`src/rtl/div_arbiter.sv`:
```
// div_arbiter: round-robin arbiter/sequencer sharing one sequential divider
// (start/valid handshake) among NREQ requesters. Divide-by-zero requests are
// answered directly without launching the divider.
// Optional watchdog abort of a hung divider: define DIVARB_TIMEOUT_EN.
module div_arbiter #(
  parameter int NREQ    = 4,
  parameter int W       = 10,
  parameter int TIMEOUT = 64
) (
  input  logic              clk,
  input  logic              sclr,
  input  logic [NREQ-1:0]   req,
  input  logic [NREQ*W-1:0] opA,
  input  logic [NREQ*W-1:0] opB,
  output logic [NREQ-1:0]   gnt,
  output logic [NREQ-1:0]   rsp_valid,
  output logic [W-1:0]      rsp_q,
  output logic [W-1:0]      rsp_r,
  output logic              rsp_dvz,
  output logic              rsp_ov,
  output logic              rsp_tmo,
  output logic              busy,
  output logic              div_start,
  output logic [W-1:0]      div_A,
  output logic [W-1:0]      div_B,
  output logic              div_sclr,
  input  logic              div_valid,
  input  logic [W-1:0]      div_q,
  input  logic [W-1:0]      div_r,
  input  logic              div_ov
);

  localparam int IDXW = $clog2(NREQ);

  if (NREQ < 2 || NREQ > 8 || TIMEOUT < 1) begin : g_param_check
    $error("div_arbiter: NREQ must be 2..8 and TIMEOUT >= 1");
  end

  typedef enum logic [1:0] {S_IDLE, S_ISSUE, S_WAIT, S_RESP} state_t;

  state_t          r_state;
  state_t          w_next;
  logic [IDXW-1:0] r_ptr;
  logic [IDXW-1:0] r_idx;
  logic [W-1:0]    r_a;
  logic [W-1:0]    r_b;
  logic [W-1:0]    r_q;
  logic [W-1:0]    r_r;
  logic            r_dvz;
  logic            r_ov;

  logic [IDXW-1:0] w_win;
  logic            w_any;
  logic [W-1:0]    w_a;
  logic [W-1:0]    w_b;
  logic            w_bz;
  logic [NREQ-1:0] w_own;

`ifdef DIVARB_TIMEOUT_EN
  localparam int CNTW = (TIMEOUT > 1) ? $clog2(TIMEOUT) : 1;
  logic [CNTW-1:0] r_cnt;
  logic            r_tmo;
  logic            w_abort;

  // div_valid on the final watchdog cycle takes precedence over the abort
  assign w_abort = (r_state == S_WAIT) && !div_valid && (r_cnt == CNTW'(TIMEOUT - 1));
`endif

  // Round-robin search: first asserted request starting at r_ptr, wrapping
  always_comb begin
    int unsigned j;
    w_win = '0;
    w_any = 1'b0;
    j     = 0;
    for (int unsigned k = 0; k < NREQ; k++) begin
      j = 32'(r_ptr) + k;
      if (j >= NREQ) j = j - NREQ;
      if (!w_any && req[j[IDXW-1:0]]) begin
        w_any = 1'b1;
        w_win = j[IDXW-1:0];
      end
    end
  end

  // Operand mux for the arbitration winner
  always_comb begin
    w_a = '0;
    w_b = '0;
    for (int unsigned i = 0; i < NREQ; i++) begin
      if (w_win == IDXW'(i)) begin
        w_a = opA[i*W +: W];
        w_b = opB[i*W +: W];
      end
    end
  end

  assign w_bz = (w_b == '0);

  // One-hot decode of the current owner
  always_comb begin
    w_own = '0;
    for (int unsigned i = 0; i < NREQ; i++) w_own[i] = (r_idx == IDXW'(i));
  end

  // FSM state register
  always_ff @(posedge clk or posedge sclr) begin
    if (sclr) r_state <= S_IDLE;
    else      r_state <= w_next;
  end

  // FSM next-state logic
  always_comb begin
    w_next = r_state;
    case (r_state)
      S_IDLE:  if (w_any) w_next = w_bz ? S_RESP : S_ISSUE;
      S_ISSUE: w_next = S_WAIT;
      S_WAIT: begin
        if (div_valid) w_next = S_RESP;
`ifdef DIVARB_TIMEOUT_EN
        else if (w_abort) w_next = S_RESP;
`endif
      end
      S_RESP:  w_next = S_IDLE;
      default: w_next = S_IDLE;
    endcase
  end

  // FSM outputs: grant, response strobe, divider handshake
  always_comb begin
    gnt       = '0;
    rsp_valid = '0;
    busy      = 1'b0;
    div_start = 1'b0;
    div_sclr  = sclr;
    case (r_state)
      S_ISSUE: begin
        gnt       = w_own;
        busy      = 1'b1;
        div_start = 1'b1;
      end
      S_WAIT: begin
        gnt  = w_own;
        busy = 1'b1;
`ifdef DIVARB_TIMEOUT_EN
        div_sclr = sclr | w_abort;
`endif
      end
      S_RESP: begin
        gnt       = w_own;
        busy      = 1'b1;
        rsp_valid = w_own;
      end
      default: ;
    endcase
  end

  // Owner/operand latching, result capture and pointer rotation
  always_ff @(posedge clk or posedge sclr) begin
    if (sclr) begin
      r_ptr <= '0;
      r_idx <= '0;
      r_a   <= '0;
      r_b   <= '0;
      r_q   <= '0;
      r_r   <= '0;
      r_dvz <= 1'b0;
      r_ov  <= 1'b0;
`ifdef DIVARB_TIMEOUT_EN
      r_tmo <= 1'b0;
`endif
    end else begin
      case (r_state)
        S_IDLE: begin
          if (w_any) begin
            r_idx <= w_win;
            r_a   <= w_a;
            r_b   <= w_b;
            if (w_bz) begin
              r_q   <= '0;
              r_r   <= '0;
              r_dvz <= 1'b1;
              r_ov  <= 1'b0;
`ifdef DIVARB_TIMEOUT_EN
              r_tmo <= 1'b0;
`endif
            end
          end
        end
        S_WAIT: begin
          if (div_valid) begin
            r_q   <= div_q;
            r_r   <= div_r;
            r_dvz <= 1'b0;
            r_ov  <= div_ov;
`ifdef DIVARB_TIMEOUT_EN
            r_tmo <= 1'b0;
          end else if (w_abort) begin
            r_q   <= '0;
            r_r   <= '0;
            r_dvz <= 1'b0;
            r_ov  <= 1'b0;
            r_tmo <= 1'b1;
`endif
          end
        end
        S_RESP: r_ptr <= (r_idx == IDXW'(NREQ - 1)) ? '0 : r_idx + 1'b1;
        default: ;
      endcase
    end
  end

`ifdef DIVARB_TIMEOUT_EN
  // Watchdog counter: cleared at launch, counts WAIT cycles without div_valid
  always_ff @(posedge clk or posedge sclr) begin
    if (sclr)                                r_cnt <= '0;
    else if (r_state == S_ISSUE)             r_cnt <= '0;
    else if (r_state == S_WAIT && !div_valid) r_cnt <= r_cnt + 1'b1;
  end

  assign rsp_tmo = r_tmo;
`else
  assign rsp_tmo = 1'b0;
`endif

  assign rsp_q   = r_q;
  assign rsp_r   = r_r;
  assign rsp_dvz = r_dvz;
  assign rsp_ov  = r_ov;
  assign div_A   = r_a;
  assign div_B   = r_b;

endmodule

```
`config.mk`:
```
export PLATFORM = sky130hd
export DESIGN_NAME = div_arbiter
export DESIGN_NICKNAME = d
export VERILOG_FILES = /design/src/rtl/div_arbiter.sv
export SDC_FILE = /design/constraint.sdc
export NUM_CORES = 1
export LEC_CHECK = 0
export ABC_AREA = 1
export ABC_CLOCK_PERIOD_IN_PS = 6170
export BUFFER_PORTS_ARGS = -buffer_cell sky130_fd_sc_hd__buf_4
export CORE_ASPECT_RATIO = 1.25
export CORE_MARGIN = 8
export CORE_UTILIZATION = 30
export CTS_BUF_LIST = sky130_fd_sc_hd__clkbuf_8
export CTS_CLUSTER_DIAMETER = 60
export DETAILED_ROUTE_END_ITERATION = 10
export PLACE_DENSITY = 0.66
export SYNTH_ARGS = -nofsm -noshare
export SYNTH_HDL_FRONTEND = slang
export SYNTH_SLANG_ARGS = --single-unit
```
`constraint.sdc`:
```
create_clock -name clk -period 6.17 [get_ports clk]
set_clock_uncertainty 0.1 [all_clocks]
set_input_delay 0.9255 -clock clk [delete_from_list [all_inputs] [get_ports clk]]
set_output_delay 0.9255 -clock clk [all_outputs]
set_load 0.1 [all_outputs]
```
# Word level (Yosys, flattened, before mapping)
# Cells that the tools add are included.
[word_totals] reg_bits=48 word_cells=103 input_bits=108 output_inout_bits=54
[op_classes] add_sub_neg=8 reduce_logical=15 n_mux=51 eq_ne=12 magnitude_cmp=8
[ops] cell="$mux W10" n=12
[ops] cell="$pmux W10 S2" n=2
[ops] cell="$mux W2" n=12
[ops] cell="$mux W1" n=16
[ops] cell="$eq A2 B2 Y1 const B" n=6
[ops] cell="$lt A2 B3 Y1 const B" n=4
[ops] cell="$logic_not A10 Y1" n=1
[ops] cell="$ge A3 B3 Y1 const B" n=3
[ops] cell="$bmux W1 S2" n=4
[ops] cell="$mux W4" n=2
[ops] cell="$pmux W2 S4" n=1
[ops] cell="$sub A2 B1 Y2 const B" n=4
[ops] cell="$add A2 B2 Y3 const B" n=2
[ops] cell="$eq A2 B1 Y1 const B" n=3
[ops] cell="$logic_not A2 Y1" n=3
[ops] cell="$ne A2 B2 Y1 const B" n=3
[ops] cell="$pmux W1 S2" n=2
[ops] cell="$reduce_and A2 Y1" n=2
[ops] cell="$reduce_and A4 Y1" n=1
[ops] cell="$add A2 B1 Y3 const B" n=1
[ops] cell="$ge A2 B3 Y1 const B" n=1
[ops] cell="$logic_and A1 B1 Y1" n=3
[ops] cell="$logic_not A1 Y1" n=3
[ops] cell="$reduce_or A3 Y1" n=1
[ops] cell="other kinds (2)" n=2

# Depth between registers and ports, before layout
[logic_depth] ltp_word=23 mapped_depth=21 depth_no_buf=20

# Worst setup path after synthesis
# No wires, ideal clock.
[synth_timing] path_kind="reg2out" startpoint="register r_state[0]" endpoint="output port gnt[0]" arrival_time_ns=2.082 path_slack_ns=3.062 n_path_buf=1 t_required_ns=5.144 path_stages_with_launch=5 cell_sequence="dfrtp_1 inv_1 ha_1 clkbuf_1 nor2_1"
[synth_via] elab_chain_len=3 elab_cells_between_ends=5 cone_classes="eq/ne: 3; mux: 1; reduce/logical: 1"
[synth_rtl] element="start: declaration" line="41" text="state_t r_state;"
[synth_rtl] element="start signal: assignment" line="108" text="else r_state <= w_next;"
[synth_rtl] element="$eq A2 B2 Y1 or $eq A2 B1 Y1 (tied branches)" line="135" text="case (r_state)"
[synth_rtl] element="$reduce_or A3 Y1 (no source line) (*)"
[synth_rtl] element="$mux W4 (*)" line="135"
[synth_rtl] element="end: declaration" line="15" text="output logic [NREQ-1:0] gnt,"
# Every way passes the cells marked *; elsewhere a longest branch is shown, timed or not.

# Final worst setup path
[layout_timing] startpoint="register r_ptr[0]" endpoint="register r_r[2] (netlist: rsp_r[2])"
[layout_via] elab_chain_len=22 elab_cells_between_ends=49 cone_classes="add/sub: 7; order compare: 4; eq/ne: 5; mux: 24; reduce/logical: 9"
[layout_rtl] element="start: declaration" line="43" text="logic [IDXW-1:0] r_ptr;"
[layout_rtl] element="start signal: assignment" line="206" text="S_RESP: r_ptr <= (r_idx == IDXW'(NREQ - 1)) ? '0 : r_idx + 1'b1;"
[layout_rtl] element="branches (longest 21 deep; another with $add A2 B1 Y3)"
[layout_rtl] element="$reduce_and A4 Y1 (no source line) (*)"
[layout_rtl] element="end signal: assignment" line="192" text="r_r <= div_r;"
[layout_rtl] element="end: declaration" line="48" text="logic [W-1:0] r_r;"
# Mark *: on every way between the ends. The select of a mux whose other input is x is not followed.
# A chain may end at the register's enable or synchronous reset.

==> summary.txt <==
Cell with the most instances on the worst path: sky130_fd_sc_hd__nand2_1
Total of endpoints with negative setup slack in the final report: 0
Antenna violations before repair: 0
Fraction of the cycle the final worst path needs: 59.7%
Worst min-delay path startpoint: rsp_q[8]
Net count of the finished layout: 722
Final hold vios: 0
Share of the core filled with cells in the final layout: 43.7%
Sequential cell area fraction in the yosys report: 38.5%
Min setup slack post-route: 2.49 ns
Critical Setup Path Class: reg -> reg
Core Region: 10,100 um2
Non-Filler Cell Area, Final: 4420 um2
Total via count in the routed design: 3,321
Maximum number of pins on one net before global-route repair: 49
Fmax achieved: 272 MHz
Starting Density: 30.9%
Post-detailed-route via-to-cell ratio: 4.54
Die Ht: 130 um
Post-CTS Hold Buffers: 0
RSZ-0062 raised after global routing: no
Dpl cell area: 4350 um2
Overall global routing resource usage: 13.9%
Ports: 162
FFs w/ async S/R, synth: 100%
Netlist cell types: 26
Critical Path RT: 6.30 ns
Top cells by area in the synthesized netlist: sky130_fd_sc_hd__dfrtp_1 (39%), sky130_fd_sc_hd__nand2_1 (19%), sky130_fd_sc_hd__nand3_1 (9.3%), sky130_fd_sc_hd__inv_1 (7.2%), sky130_fd_sc_hd__nor2_1 (4.7%)
Synthesis Warnings: 0
Post-detailed-route DRC marker count: 0
Worst min-delay path class: reg -> reg
Clock slew seen by the registers of the worst setup and hold paths: 0.08 ns
Initial DRC count: 137
Crit path cell chain: inv_2 > nand2_1 > nand2_1 > nand2_1 > nand2_2 > nor2_2 > nand3_1 > nand2_1 > nand2_2 > nor2_2 > nand2_1 > nand3_1 > nor2_1 > nand2_1 > nor2_1 > nand3_2 > nand2_4 > nand2_4 > nand2_1 > nand2_1
Slew Viols, Final: 0
Die width: 107 um
Routed wire length: 10,100 um
Count of buffers from port buffering: 160
Sum of negative setup slack: 0 ns
Placer Congestion: 0.864
Number of global-route vias before repair: 3,381
Root Buffer Master: sky130_fd_sc_hd__clkbuf_8
Number of setup buffers added after CTS: 0
Pre-antenna DRT Iters: 4
Num CTS Buffers: 5
Global-route wire length before repair: 16,000 um
Result of the run: finished, final reports clean
TritonCTS clock tree: done
Flop and latch count out of synthesis: 48
Commonest cells after routing, fill and taps aside: sky130_fd_sc_hd__buf_4 (160), sky130_fd_sc_hd__nand2_1 (158), sky130_fd_sc_hd__inv_1 (59)
Post-synthesis cell type with the largest combined area: sky130_fd_sc_hd__dfrtp_1
Number of cells on the worst hold path: 2
Cell count after synthesis: 460
Final worst path period need: 3.68 ns
Leading cell type in the layout, fill and taps excluded: sky130_fd_sc_hd__buf_4
Number of inserted diodes: 0
Worst r2r path cells: 20
Synth-to-layout area growth: 41.6%
Skew-Pair Late Insertion Delay: 0.29 ns
Start point of the critical path: r_ptr[0]
Number of resized instances in the post-cts repair step: 0
Post-synth top area share: 38.5%
Normalized max-slew margin: 30.1%
Number of antenna-violating nets in the routed design: 0
Mapped cell area: 3120 um2
R2r startpoint: r_ptr[0]
Flip-flop cell with the highest count after synthesis: sky130_fd_sc_hd__dfrtp_1
Pin slew with the least headroom to its limit: 1.05 ns
Worst-case clock buffer depth: 2
Worst setup slack after placement: 2.26 ns
Kind of launch point of the worst setup path: register
Worst path arrival time: 3.81 ns
Total nets after synthesis: 577
Routed WL per cell: 13.8 um
Share of layout cells above drive strength 1: 30.7%
Number of maximum-capacitance violations: 0
Slowest cell delay on critical path: 0.69 ns
Sort of element at the end of the critical path: register
Grt ovf: 0
Post-synthesis average cell area: 6.78 um2
Row cnt: 41
Slowest cell on crit path: sky130_fd_sc_hd__nor2_2
Worst-path maximum fanout: 26
Level count of the clock H-tree: 2
Post-synth EDFFs: 0
Overall die area: 13,900 um2
Placed wire-length estimate after detailed placement: 8290 um
TritonCTS Sinks: 48
[cell families (layout without fill, tap and decap cells)]
| group | count (synthesis) | count (layout) | share of synthesized area, % |
|---|---|---|---|
| AND/OR/NAND/NOR | 274 | 274 | 37.7 |
| flip-flops | 48 | 48 | 38.5 |
| adder cells (fa/ha/maj) | 9 | 9 | 3.61 |
| AO/OA/AOI/OAI | 41 | 41 | 7.78 |
| other | 1 | 1 | 0.120 |
| buffers and inverters | 87 | 230 | 12.2 |
[final timing paths]
kind	end	slack [ns]
setup / recovery	rsp_r[2]	2.49
hold / removal	rsp_q[8]	0.38
setup reg to reg	rsp_r[2]	2.49
hold reg to reg	rsp_q[8]	0.38
max in group asynchronous	rsp_r[2]	4.55
min in group asynchronous	div_A[4]	0.77
[cells in the mapped netlist (all sizes together) (2+ instances only)]
| cell | count |
|---|---|
| ha | 9 |
| nor2 | 41 |
| nand2 | 166 |
| inv | 64 |
| or2 | 2 |
| clkbuf | 11 |
| a31oi | 7 |
| o21ai | 21 |
| buf | 11 |
| a221oi | 7 |
| a21oi | 5 |
| dfrtp | 48 |
| nand3 | 61 |
| nand4 | 3 |
[critical path, delay by kind of cell, from the launching register on]
| family | cells | cell delay (ns) |
|---|---|---|
| flip-flops | 1 | 0.61 |
| AND/OR/NAND/NOR | 19 | 2.73 |
| buffers and inverters | 1 | 0.16 |
[sequential cells by signal, summed over array words and instances, names as in the netlist]
| signal | flops |
|---|---|
| div_A | 10 |
| div_B | 10 |
| r_idx | 2 |
| r_ptr | 2 |
| r_state | 2 |
| rsp_dvz | 1 |
| rsp_ov | 1 |
| rsp_q | 10 |
| rsp_r | 10 |
[through the flow]
| step | hold slack [ns] | std cells |
|---|---|---|
| floorplan | 0.407 | 460 |
| global placement | 0.357 | 727 |
| detailed placement | 0.362 | 727 |
| CTS | 0.382 | 732 |
| global route | 0.390 | 732 |
| finish | 0.380 | 732 |
[cell type report]
| cell class | count | area (um2) |
|---|---|---|
| multi-input cells | 325 | 1540 |
| well taps | 129 | 161 |
| repair buffers | 160 | 1200 |
| fillers | 1061 | 5690 |
| clock buffers | 5 | 68.8 |
| inverters | 65 | 244 |
| flip-flops and latches | 48 | 1200 |
[per-layer routing]
| metal | global-route usage [%] | wire length [um] | up-vias |
|---|---|---|---|
| met5 | 0 | 0 | - |
| met4 | 4.32 | 204 | 0 |
| met3 | 3.75 | 742 | 11 |
| met2 | 25.2 | 5110 | 113 |
| met1 | 15.4 | 4020 | 1478 |
| li1 | - | - | 1719 |
Power is left out: the tool's default activity adds up to more than one toggle a clock period on the data nets, which glitch-free logic cannot reach.
